**src/rtl/uart_tx_arbiter.sv**
```systemverilog
`default_nettype none
// ============================================================================
// uart_tx_arbiter : message-granular round-robin arbiter in front of uart_tx.
// Optional forced release of a stalled grant: define UART_ARB_TIMEOUT_EN.
// Revision: 1.0
// ============================================================================
module uart_tx_arbiter #(
  parameter int NUM_REQ        = 2,
  parameter int TIMEOUT_CYCLES = 1024
) (
  input  logic                 clk,
  input  logic                 rst_n,
  input  logic [NUM_REQ-1:0]   req_valid_i,
  input  logic [8*NUM_REQ-1:0] req_data_i,
  input  logic [NUM_REQ-1:0]   req_last_i,
  output logic [NUM_REQ-1:0]   req_ready_o,
  output logic [7:0]           tx_data_o,
  output logic                 tx_write_o,
  input  logic                 tx_ready_i,
  output logic [1:0]           grant_id_o,
  output logic                 busy_o,
  output logic                 timeout_evt_o
);

  typedef enum logic [1:0] {
    ST_IDLE  = 2'd0,
    ST_LOAD  = 2'd1,
    ST_GUARD = 2'd2,
    ST_WAIT  = 2'd3
  } state_e;

  localparam logic [1:0] LAST_ID = 2'(NUM_REQ - 1);

  if ((NUM_REQ < 2) || (NUM_REQ > 4) || (TIMEOUT_CYCLES < 2)) begin : g_param_check
    $error("uart_tx_arbiter: illegal NUM_REQ or TIMEOUT_CYCLES");
  end

  state_e     state_q, state_d;
  logic [1:0] grant_q, grant_d;
  logic [1:0] rr_q, rr_d;
  logic [7:0] tx_data_q, tx_data_d;
  logic       tx_write_q, tx_write_d;
  logic       last_q, last_d;

  // Requester views widened to four lanes so a 2-bit grant can index them.
  logic [3:0] valid_ext;
  logic [3:0] last_ext;
  logic [7:0] data_ext [4];

  for (genvar g = 0; g < 4; g++) begin : g_ext
    if (g < NUM_REQ) begin : g_used
      assign valid_ext[g] = req_valid_i[g];
      assign last_ext[g]  = req_last_i[g];
      assign data_ext[g]  = req_data_i[8*g +: 8];
    end else begin : g_unused
      assign valid_ext[g] = 1'b0;
      assign last_ext[g]  = 1'b0;
      assign data_ext[g]  = 8'h00;
    end
  end

  for (genvar g = 0; g < NUM_REQ; g++) begin : g_ready
    assign req_ready_o[g] = (state_q == ST_LOAD) && tx_ready_i && (grant_q == 2'(g));
  end

  function automatic logic [1:0] wrap_idx(input logic [2:0] v);
    if (v >= 3'(NUM_REQ)) begin
      return 2'(v - 3'(NUM_REQ));
    end
    return v[1:0];
  endfunction

  logic       found;
  logic [1:0] winner;
  logic       handshake;
  logic [1:0] next_ptr;

  always_comb begin
    found  = 1'b0;
    winner = rr_q;
    for (int k = 0; k < NUM_REQ; k++) begin
      if (!found && valid_ext[wrap_idx({1'b0, rr_q} + 3'(k))]) begin
        found  = 1'b1;
        winner = wrap_idx({1'b0, rr_q} + 3'(k));
      end
    end
  end

  assign handshake = (state_q == ST_LOAD) && tx_ready_i && valid_ext[grant_q];
  assign next_ptr  = (grant_q == LAST_ID) ? 2'd0 : grant_q + 2'd1;

`ifdef UART_ARB_TIMEOUT_EN
  localparam int CNT_W = $clog2(TIMEOUT_CYCLES) + 1;
  localparam logic [CNT_W-1:0] TIMEOUT_VAL = CNT_W'(TIMEOUT_CYCLES);

  logic [CNT_W-1:0] cnt_q, cnt_d;
  logic             tevt_q, tevt_d;
`endif

  always_comb begin
    state_d    = state_q;
    grant_d    = grant_q;
    rr_d       = rr_q;
    tx_data_d  = tx_data_q;
    tx_write_d = 1'b0;
    last_d     = last_q;
`ifdef UART_ARB_TIMEOUT_EN
    cnt_d      = cnt_q;
    tevt_d     = 1'b0;
`endif
    case (state_q)
      ST_IDLE: begin
        if (found && tx_ready_i) begin
          grant_d = winner;
          state_d = ST_LOAD;
`ifdef UART_ARB_TIMEOUT_EN
          cnt_d   = '0;
`endif
        end
      end
      ST_LOAD: begin
        if (handshake) begin
          tx_data_d  = data_ext[grant_q];
          tx_write_d = 1'b1;
          last_d     = last_ext[grant_q];
          state_d    = ST_GUARD;
`ifdef UART_ARB_TIMEOUT_EN
          cnt_d      = '0;
`endif
        end
`ifdef UART_ARB_TIMEOUT_EN
        else begin
          cnt_d = cnt_q + 1'b1;
          if (cnt_d == TIMEOUT_VAL) begin
            tevt_d  = 1'b1;
            rr_d    = next_ptr;
            state_d = ST_IDLE;
          end
        end
`endif
      end
      // The transmitter needs a cycle to drop ready after the write pulse.
      ST_GUARD: begin
        state_d = ST_WAIT;
      end
      ST_WAIT: begin
        if (tx_ready_i) begin
          if (last_q) begin
            rr_d    = next_ptr;
            state_d = ST_IDLE;
          end else begin
            state_d = ST_LOAD;
          end
        end
      end
      default: begin
        state_d = ST_IDLE;
      end
    endcase
  end

  always_ff @(posedge clk or negedge rst_n) begin
    if (!rst_n) begin
      state_q    <= ST_IDLE;
      grant_q    <= 2'd0;
      rr_q       <= 2'd0;
      tx_data_q  <= 8'h00;
      tx_write_q <= 1'b0;
      last_q     <= 1'b0;
    end else begin
      state_q    <= state_d;
      grant_q    <= grant_d;
      rr_q       <= rr_d;
      tx_data_q  <= tx_data_d;
      tx_write_q <= tx_write_d;
      last_q     <= last_d;
    end
  end

`ifdef UART_ARB_TIMEOUT_EN
  always_ff @(posedge clk or negedge rst_n) begin
    if (!rst_n) begin
      cnt_q  <= '0;
      tevt_q <= 1'b0;
    end else begin
      cnt_q  <= cnt_d;
      tevt_q <= tevt_d;
    end
  end

  assign timeout_evt_o = tevt_q;
`else
  assign timeout_evt_o = 1'b0;
`endif

  assign tx_data_o  = tx_data_q;
  assign tx_write_o = tx_write_q;
  assign grant_id_o = grant_q;
  assign busy_o     = (state_q != ST_IDLE);

endmodule
`default_nettype wire
```
**config.mk**
```make
export PLATFORM = sky130hd
export DESIGN_NAME = uart_tx_arbiter
export DESIGN_NICKNAME = d
export VERILOG_FILES = /design/src/rtl/uart_tx_arbiter.sv
export SDC_FILE = /design/constraint.sdc
export NUM_CORES = 1
export LEC_CHECK = 0
export BUFFER_PORTS_ARGS = -buffer_cell sky130_fd_sc_hd__clkbuf_2
export CAP_MARGIN = 20
export CORE_UTILIZATION = 46
export DETAILED_ROUTE_END_ITERATION = 12
export PLACE_DENSITY_LB_ADDON = 0.12
export RECOVER_POWER = 50
export SKIP_CTS_REPAIR_TIMING = 1
export SYNTH_ARGS = -nofsm -noshare
export SYNTH_HDL_FRONTEND = slang
export SYNTH_SLANG_ARGS = --single-unit
```
**constraint.sdc**
```tcl
create_clock -name clk -period 1.8 [get_ports clk]
set_clock_uncertainty 0.05 [all_clocks]
set_input_delay 0.27 -clock clk [delete_from_list [all_inputs] [get_ports clk]]
set_output_delay 0.27 -clock clk [all_outputs]
set_load 0.005 [all_outputs]
```
==> flow_summary_export.csv, run 1 <==
group,metric,value,unit
outcome,status,"finished, final reports clean",
die,design.portCount,38,
timing,fmaxAchievable,0.567,GHz
power_and_ir_drop,power_density,1440,nW/um2
layout,stdcell_area,1210,um2
synth,ys_async_sr_fraction,100,%
cts,cts_tree,"yes",
global_route,grt-ovfl-total,0,
cts,clock_path_buffers,2,
global_route,grt_pass1_vias,755,
critical_path,end_kind,"output port",
synth,synth_adder_area_share,5.55,%
synth,syn_avg_cell_area,10.3,um2
timing,finalHoldViolCount,0,
layout,areaGrowthSynthToFinish,34.5,%
synth,yosysTopAreaCell,"dfrtp_1",
power_and_ir_drop,pwr-share-clk,13.8,%
power_and_ir_drop,pwr-share-comb,52.4,%
critical_path,path_depth,6,
flow_run,max-cap-violations,0,
detailed_routing,dr.pass1.iters,4,
power_and_ir_drop,leakage,0.605,nW
synth,synth_compound_area_share,20.1,%
critical_path,criticalPathCategory,"register to output port",
timing,min_period,1.76,ns
synth,synth.distinct_cells,22,
hold_path,hp-class,"input pin to register",
synth,synth.top_cell.area_share,44.4,%
synth,synth.most_common_cell,"dfrtp_1",
synth,ys.warnings.count,0,
synth,synthTopCellsByCount,"dfrtp_1, o21ai_0, mux2i_1",
cts,clk_latency,0.29,ns
cts,cts_root_buf,"clkbuf_4",
timing,setup-violations-final,0,
power_and_ir_drop,p_sw_share,37.2,%
die,core_area,1780,um2
cts,h-tree-depth,1,
layout,drive_gt1_share,41.4,%
timing,worstMarginPinSlew,0.870,ns
detailed_routing,wl_per_cell,13.8,um
placed_design,place_congestion,0.684,
critical_path,crit_start,"state_q[1]$_DFFE_PN0P_",
detailed_routing,routed_wl,2180,um
critical_path,cp_top_family,"flip-flops",
cts,numClockSinks,16,
cts,cts_made_buffers,3,
critical_path,critPathMaxFanout,7,
timing,fin_crit_sh,98.0,%
critical_path,r2r_end,"state_q[1]$_DFFE_PN0P_",
power_and_ir_drop,internal-power,0.00110,W
timing,final_max_slew_viol_count,0,
synth,synth-seq-area-share,44.4,%
detailed_routing,ant_nets,0,
critical_path,cpPeakStageDelay,0.42,ns
critical_path,arrival,1.44,ns
critical_path,crit_chain,"inv_2 -> ha_4 -> nand3b_1 -> buf_6 -> nor2_1 -> clkbuf_2",
critical_path,critPathLaunchType,"register",
layout,nNetsFinal,161,
die,die_height,46.3,um
global_route,grt_pass1_wl,3070,um
global_route,grt_max_degree,22,
critical_path,r2r-start,"state_q[1]$_DFFE_PN0P_",
placed_design,io_buffers,36,
critical_path,worst_ep_required_time,1.48,ns
synth,synthXorXnorAreaFrac,0,%
synth,synth_nets,115,
placed_design,post_dp_cell_area,1100,um2
layout,final_util,68.1,%
critical_path,critPathSlowestCell,"dfrtp_1",
die,initial_core_util,50.6,%
detailed_routing,viasPerCell,5.30,
synth,synth_top_family_by_area,"compound AO/OA/AOI/OAI gates",
critical_path,reg2regPathDepth,7,
cts,clkTransAtPathRegs,0.10,ns
detailed_routing,first_iter_violations,8,
detailed_routing,drcViolationCount,0,
power_and_ir_drop,power.switching,0.000652,W
synth,syn_area,902,um2
synth,synth_edf_count,0,
synth,syn_inst,88,
global_route,grt_usage,20.5,%
die,die_x,46.3,um
placed_design,hpwl,1450,um
power_and_ir_drop,finalPower,0.00175,W
synth,synth-simple-area-share,7.49,%
critical_path,path_buf_inv,3,
critical_path,r2r_setup_slack,0.15,ns
die,num_rows,15,
die,dieArea,2140,um2
timing,holdWs,0.232,ns
critical_path,critPathCapture,"req_ready_o[0]",
global_route,antenna_found_initial,0,
layout,insertedDiodeCount,0,
synth,synth.area.mux_share,14.4,%
synth,synth_top_flop_cell,"dfrtp_1",
synth,synth_area_leaders,"dfrtp_1, mux2i_1, o41ai_1",
timing,slew-limit-headroom,42.0,%
timing,fin_setup_tns,0,ns
detailed_routing,vias,838,
power_and_ir_drop,seqPwrFrac,33.8,%
power_and_ir_drop,ir_worst_vdd,0.000776,V
synth,ys_ff_latch,16,
## cell usage in the layout (no fill, tap or decap)
| master | Yosys | final |
|---|---|---|
| o2bb2ai_1 | 1 | 1 |
| clkbuf_8 | 0 | 1 |
| mux2_4 | 2 | 2 |
| nor2_1 | 3 | 3 |
| and2_1 | 1 | 1 |
| dlygate4sd3_1 | 0 | 1 |
| o21ai_2 | 2 | 2 |
| mux2i_1 | 10 | 10 |
| conb_1 | 1 | 1 |
| o41ai_1 | 9 | 9 |
| buf_6 | 1 | 1 |
| clkbuf_2 | 0 | 32 |
| dfrtp_1 | 16 | 15 |
| clkbuf_4 | 0 | 3 |
| inv_2 | 0 | 1 |
| buf_4 | 2 | 10 |
| nand2b_1 | 1 | 1 |
| dfrtp_2 | 0 | 1 |
| nand3b_1 | 2 | 2 |
| inv_1 | 6 | 5 |
| ha_1 | 4 | 3 |
| buf_2 | 1 | 1 |
| clkbuf_1 | 4 | 3 |
| nand2_1 | 5 | 5 |
| a21oi_1 | 2 | 2 |
| nand3_1 | 2 | 2 |
| buf_1 | 0 | 1 |
| a31oi_1 | 1 | 1 |
| o21ai_0 | 12 | 12 |
| ha_4 | 0 | 1 |
## final cells by class
class	count	area, um2
timing repair buffer	49	277
fill	155	569
tap	25	31.3
multi-input combinational	58	445
inverter	6	22.5
clock buffer	4	36.3
sequential	16	402
## flip-flops by register name, summed over array words and instances (netlist names)
| name | cells |
|---|---|
| last_q | 1 |
| grant_id_o | 2 |
| state_q | 2 |
| tx_write_o | 1 |
| rr_q | 2 |
| tx_data_o | 8 |
## stage by stage
stage / instances / setup WS, ns
floorplan: 88 / 0.306
detailed placement: 145 / 0.209
finish: 158 / 0.0363
CTS: 149 / -0.122
global placement: 145 / 0.278
global route: 158 / -0.0321
## layer usage
metal  GRT usage, %  vias to the layer above  share of wire [%]
li1               -                      411                  -
met1           22.2                      389                 43
met2           39.2                       32                 52
met3           3.53                        6                3.3
met4           7.06                        0                1.9
met5              0                        -                  0
## worst min-delay path by stage
stage	from	endpoint	slack (ns)	depth (start not counted)
5_1_grt	req_valid_i[1]	grant_id_o[0]$_DFFE_PN0P_	0.24	3
2_1_floorplan	rst_n	grant_id_o[0]$_DFFE_PN0P_	-0.08	0
6_report	req_data_i[3]	tx_data_o[3]$_DFFE_PN0P_	0.23	3
3_5_place_dp	rst_n	tx_data_o[6]$_DFFE_PN0P_	0.17	1
3_3_place_gp	rst_n	tx_data_o[6]$_DFFE_PN0P_	0.17	1
4_1_cts	rst_n	tx_data_o[5]$_DFFE_PN0P_	-0.15	1
## power by group through the flow
| stage | clock (W) | combinational, W | sequential (W) |
|---|---|---|---|
| floorplan | 0 | 0.000566 | 0.000585 |
| global placement | 0 | 0.000772 | 0.000589 |
| detailed placement | 0 | 0.000809 | 0.000594 |
| CTS | 0.000244 | 0.000813 | 0.000586 |
| global route | 0.000255 | 0.00103 | 0.000613 |
| finish | 0.000241 | 0.000917 | 0.000592 |
## cells by family after synthesis
family / Yosys count
AOI/OAI and AO/OA: 27
DFF: 16
buffers and inverters: 14
and+or+nand+nor: 14
muxes: 12
adders and majority gates: 4
other: 1
## worst min-delay path: cells and delay by family
family          cells  cell delay [ns]
buf+inv             1             0.08
compound gates      1             0.07
mux                 1             0.11
Power figures use the tool's default switching activity.
==> run 2, diff against run 1 <==
--- a/config.mk
+++ b/config.mk
@@ -7,7 +7,7 @@
 export LEC_CHECK = 0
 export BUFFER_PORTS_ARGS = -buffer_cell sky130_fd_sc_hd__clkbuf_2
 export CAP_MARGIN = 20
-export CORE_UTILIZATION = 46
+export CORE_UTILIZATION = 31
 export DETAILED_ROUTE_END_ITERATION = 12
 export PLACE_DENSITY_LB_ADDON = 0.12
 export RECOVER_POWER = 50
==> run 2 against run 1 <==
- global-route usage down 6.1 points
- final area down 0.10%
- die area up 46%
- largest power group unchanged
- via count down 3.1%
- register-to-register slack worse by 0.10 ns
- cell count up 2.5%
- sequential share of layout area about the same
- worst hold slack worse by 0.016 ns
- fmax down 1.2%
- sequential power up 0.7%
- critical path depth unchanged
==> flow_summary_export.csv, run 2 (synthesis gave the netlist of run 1 again) <==
group,metric,value,unit
global_route,grt_max_degree,21,
placed_design,io_buffers,36,
detailed_routing,wl_per_cell,13.8,um
power_and_ir_drop,seqPwrFrac,35.2,%
die,design.portCount,38,
critical_path,critPathLaunchType,"register",
cts,cts_root_buf,"clkbuf_4",
die,core_area,2760,um2
timing,worstMarginPinSlew,0.903,ns
layout,register_area,402,um2
cts,cts_tree,"yes",
global_route,antenna_found_initial,0,
critical_path,r2r-start,"state_q[1]$_DFFE_PN0P_",
timing,fin_setup_tns,0,ns
power_and_ir_drop,power.switching,0.000640,W
critical_path,criticalPathCategory,"register to output port",
flow_run,max-cap-violations,0,
die,die_x,55.9,um
power_and_ir_drop,power_density,1400,nW/um2
timing,fin_crit_sh,99.2,%
power_and_ir_drop,leakage,0.605,nW
power_and_ir_drop,internal-power,0.00105,W
detailed_routing,viasPerCell,5.01,
timing,fmaxAchievable,0.560,GHz
critical_path,path_depth,6,
layout,final_util,44.0,%
critical_path,critPathMaxFanout,4,
timing,finalHoldViolCount,0,
critical_path,r2r_setup_slack,0.05,ns
critical_path,worst_ep_required_time,1.48,ns
layout,drive_gt1_share,43.5,%
detailed_routing,ant_nets,0,
timing,slew-limit-headroom,39.8,%
power_and_ir_drop,ir_worst_vdd,0.000836,V
detailed_routing,first_iter_violations,6,
outcome,status,"finished, final reports clean",
die,die_height,55.9,um
critical_path,critPathSlowestCell,"dfrtp_1",
detailed_routing,vias,812,
layout,filler_cell_count,290,
timing,final_max_slew_viol_count,0,
critical_path,cpPeakStageDelay,0.43,ns
global_route,grt_usage,14.4,%
timing,min_period,1.78,ns
die,num_rows,19,
critical_path,crit_chain,"inv_2 -> ha_4 -> nand3b_1 -> buf_6 -> nor2_2 -> buf_2",
detailed_routing,dr.pass1.iters,4,
layout,multi_input_area,455,um2
power_and_ir_drop,p_sw_share,37.8,%
critical_path,end_kind,"output port",
global_route,grt-ovfl-total,0,
layout,insertedDiodeCount,0,
cts,clk_latency,0.28,ns
critical_path,arrival,1.46,ns
layout,largest_reg_flops,8,
cts,numClockSinks,16,
timing,rsz0062_at_grt,"true",
critical_path,r2r_end,"tx_data_o[3]$_DFFE_PN0P_",
detailed_routing,routed_wl,2230,um
global_route,grt_pass1_wl,3420,um
die,initial_core_util,32.7,%
cts,cts_made_buffers,3,
cts,h-tree-depth,1,
critical_path,critPathCapture,"req_ready_o[0]",
global_route,grt_pass1_vias,800,
layout,nNetsFinal,160,
layout,areaGrowthSynthToFinish,34.4,%
cts,clkTransAtPathRegs,0.09,ns
power_and_ir_drop,pwr-share-clk,11.0,%
die,dieArea,3130,um2
layout,final_cell_mix,"clkbuf_2, dfrtp_1, o21ai_0",
detailed_routing,drcViolationCount,0,
critical_path,reg2regPathDepth,7,
cts,clock_path_buffers,2,
power_and_ir_drop,pwr-share-comb,53.9,%
critical_path,crit_start,"state_q[1]$_DFFE_PN0P_",
hold_path,hp-class,"input pin to register",
critical_path,path_buf_inv,3,
placed_design,hpwl,1520,um
timing,setup-violations-final,0,
placed_design,place_congestion,0.781,
layout,mostFrequentLayoutCell,"clkbuf_2",
critical_path,cp_top_family,"flip-flops",
## run 2: routing by layer
metal | part of all wire (%) | up-vias | GRT usage (%) | routed length [um]
met3 | 5.6 | 2 | 3.02 | 124
met5 | 0 | - | 0 | 0
met4 | 0.45 | 0 | 7.32 | 10
met1 | 42 | 384 | 16.1 | 929
li1 | - | 402 | - | -
met2 | 52 | 24 | 25.8 | 1160
## run 2: area by class of cell
type,instances,share of cell area (%)
clock buffer,3,1.86
inverter,6,1.86
multi-input combinational,58,37.6
sequential,16,33.1
tap,31,3.20
timing repair buffer,48,22.4
## run 2: worst min path at each step
stage / end / cells after the start / slack, ns / from
finish: grant_id_o[0]$_DFFE_PN0P_ / 3 / 0.22 / tx_ready_i
global route: grant_id_o[0]$_DFFE_PN0P_ / 3 / 0.18 / tx_ready_i
CTS: grant_id_o[0]$_DFFE_PN0P_ / 1 / -0.14 / rst_n
detailed placement: state_q[0]$_DFFE_PN0P_ / 1 / 0.19 / rst_n
global placement: state_q[0]$_DFFE_PN0P_ / 1 / 0.18 / rst_n
floorplan: grant_id_o[0]$_DFFE_PN0P_ / 0 / -0.08 / rst_n
## run 2: worst min-delay path: stages
cell	delay [ns]
clkbuf_2	0.11
inv_1	0.07
o2bb2ai_1	0.06
## run 2: per-stage QoR
| step | setup WS (ns) | hold WS [ns] | cells | instance area, um2 | power, W |
|---|---|---|---|---|---|
| finish | 0.0151 | 0.215 | 162 | 1210 | 0.00169 |
| global route | -0.0627 | 0.185 | 162 | 1210 | 0.00185 |
| CTS | -0.135 | -0.139 | 154 | 1130 | 0.00160 |
| detailed placement | 0.180 | 0.185 | 151 | 1100 | 0.00140 |
| global placement | 0.249 | 0.182 | 151 | 1100 | 0.00138 |
| floorplan | 0.306 | -0.0756 | 88 | 902 | 0.00115 |
## run 2: power by group through the flow
stage	Combinational [W]	Clock, W	Sequential (W)
CTS	0.000813	0.000200	0.000588
global route	0.00101	0.000218	0.000621
global placement	0.000791	0	0.000593
detailed placement	0.000810	0	0.000594
finish	0.000913	0.000186	0.000596
floorplan	0.000566	0	0.000585
==> run 3, diff against run 2 <==
--- a/config.mk
+++ b/config.mk
@@ -9,6 +9,7 @@
 export CAP_MARGIN = 20
 export CORE_UTILIZATION = 31
 export DETAILED_ROUTE_END_ITERATION = 12
+export GPL_TIMING_DRIVEN = 0
 export PLACE_DENSITY_LB_ADDON = 0.12
 export RECOVER_POWER = 50
 export SKIP_CTS_REPAIR_TIMING = 1
==> run 3 against run 2 <==
- setup slack lost 0.032 ns
- critical path depth is the same
- worst hold slack lost 0.020 ns
- the flow now finishes with violations (negative setup slack)
- largest power group unchanged
==> flow_summary_export.csv, run 3 (synthesis gave the netlist of run 1 again) <==
group,metric,value,unit
cts,cts_tree,"yes",
power_and_ir_drop,finalPower,0.00184,W
critical_path,critPathSlowestCell,"dfrtp_1",
timing,fmaxAchievable,0.550,GHz
global_route,grt_pass1_wl,3570,um
critical_path,cpPeakStageDelay,0.42,ns
critical_path,critPathLaunchType,"register",
die,die_x,55.9,um
layout,insertedDiodeCount,0,
timing,finalHoldViolCount,0,
die,dieArea,3130,um2
hold_path,hp-start,"req_valid_i[1]",
placed_design,place_congestion,0.670,
timing,slew-limit-headroom,38.8,%
timing,holdWs,0.196,ns
hold_path,hp-class,"input pin to register",
cts,cts_root_buf,"clkbuf_4",
placed_design,hpwl,1570,um
detailed_routing,viasPerCell,5.10,
global_route,grt_pass1_vias,773,
power_and_ir_drop,leakage,0.640,nW
critical_path,crit_chain,"inv_2 -> ha_4 -> nand3b_1 -> buf_6 -> nor2_2 -> buf_2",
timing,final_max_slew_viol_count,0,
critical_path,r2r-start,"state_q[1]$_DFFE_PN0P_",
layout,drive_gt1_share,47.4,%
layout,instances_no_fill,166,
timing,min_period,1.82,ns
timing,worstMarginPinSlew,0.918,ns
layout,final_cell_mix,"clkbuf_2, dfrtp_1, o21ai_0",
timing,fin_crit_sh,101,%
detailed_routing,vias,846,
detailed_routing,routed_wl,2340,um
die,die_height,55.9,um
cts,h-tree-depth,1,
critical_path,critPathMaxFanout,7,
outcome,status,"finished, violations left",
critical_path,reg2regPathDepth,7,
power_and_ir_drop,power_density,1430,nW/um2
layout,mostFrequentLayoutCell,"clkbuf_2",
global_route,grt-ovfl-total,0,
critical_path,worst_ep_required_time,1.48,ns
critical_path,arrival,1.50,ns
hold_path,worstHoldPathCells,3,
global_route,antenna_found_initial,0,
placed_design,placed_cells,155,
placed_design,io_buffers,36,
die,design.portCount,38,
layout,areaGrowthSynthToFinish,42.2,%
cts,clk_latency,0.30,ns
power_and_ir_drop,ir_worst_vdd,0.000824,V
global_route,grt_max_degree,17,
layout,filler_cell_count,287,
die,initial_core_util,32.7,%
die,core_area,2760,um2
detailed_routing,wl_per_cell,14.1,um
cts,clock_path_buffers,2,
layout,largest_reg_flops,8,
detailed_routing,dr.pass1.iters,4,
detailed_routing,drcViolationCount,0,
timing,timing.final.ws_setup,-0.0168,ns
detailed_routing,first_iter_violations,16,
detailed_routing,ant_nets,0,
critical_path,crit_start,"state_q[1]$_DFFE_PN0P_",
global_route,grt_usage,14.9,%
outcome,violations,"negative setup slack",
placed_design,dp_slack,0.0603,ns
critical_path,end_kind,"output port",
die,num_rows,19,
critical_path,criticalPathCategory,"register to output port",
flow_run,max-cap-violations,0,
cts,numClockSinks,16,
cts,clkTransAtPathRegs,0.11,ns
cts,cts_made_buffers,3,
timing,rsz0062_at_grt,"true",
layout,nNetsFinal,163,
timing,setup-violations-final,2,
==> run 3: area by class of cell <==
class                      count  area, um2  share of cell area, %
sequential                    16        402                   31.3
multi-input combinational     58        493                   38.4
inverter                       6       22.5                   1.76
timing repair buffer          43        233                   18.1
clock buffer                   4       36.3                   2.83
buffer                         8       57.6                   4.49
tap                           31       38.8                   3.02
==> run 3: power breakdown <==
part / internal [W] / switching, W / leakage (nW)
Combinational: 0.000517 / 0.000480 / 0.416
Sequential: 0.000501 / 0.0000908 / 0.203
Clock: 0.000123 / 0.000123 / 0.0210
Total: 0.00114 / 0.000694 / 0.640
==> run 3: through the flow <==
stage	util (%)	area [um2]	TNS, ns
global route	46.5	1280	-0.473
floorplan	-	902	0
CTS	42.0	1160	-0.568
finish	46.5	1280	-0.0171
global placement	40.7	1120	0
detailed placement	40.7	1120	0
==> run 3: critical path, delay by kind of cell, from the launching register on <==
| kind | cells | cell delay, ns |
|---|---|---|
| fa+ha+maj | 1 | 0.15 |
| simple gates | 2 | 0.22 |
| buf+inv | 3 | 0.40 |
| flops | 1 | 0.42 |
==> run 3: path summary, 6_finish.rpt <==
kind | slack [ns] | end
setup / recovery | -0.02 | req_ready_o[1]
hold / removal | 0.20 | grant_id_o[0]$_DFFE_PN0P_
setup reg to reg | 0.06 | last_q$_DFFE_PN0P_
hold reg to reg | 0.45 | rr_q[1]$_DFFE_PN0P_
max in group asynchronous | 0.53 | state_q[0]$_DFFE_PN0P_
min in group asynchronous | 0.55 | tx_write_o$_DFF_PN0_
==> run 3: metal layers <==
layer	vias up	GRT usage (%)	share of wire [%]
met5	-	0	0
met2	29	24.8	49
li1	409	-	-
met3	2	4.65	5.6
met4	0	3.14	0.77
met1	406	19.0	45
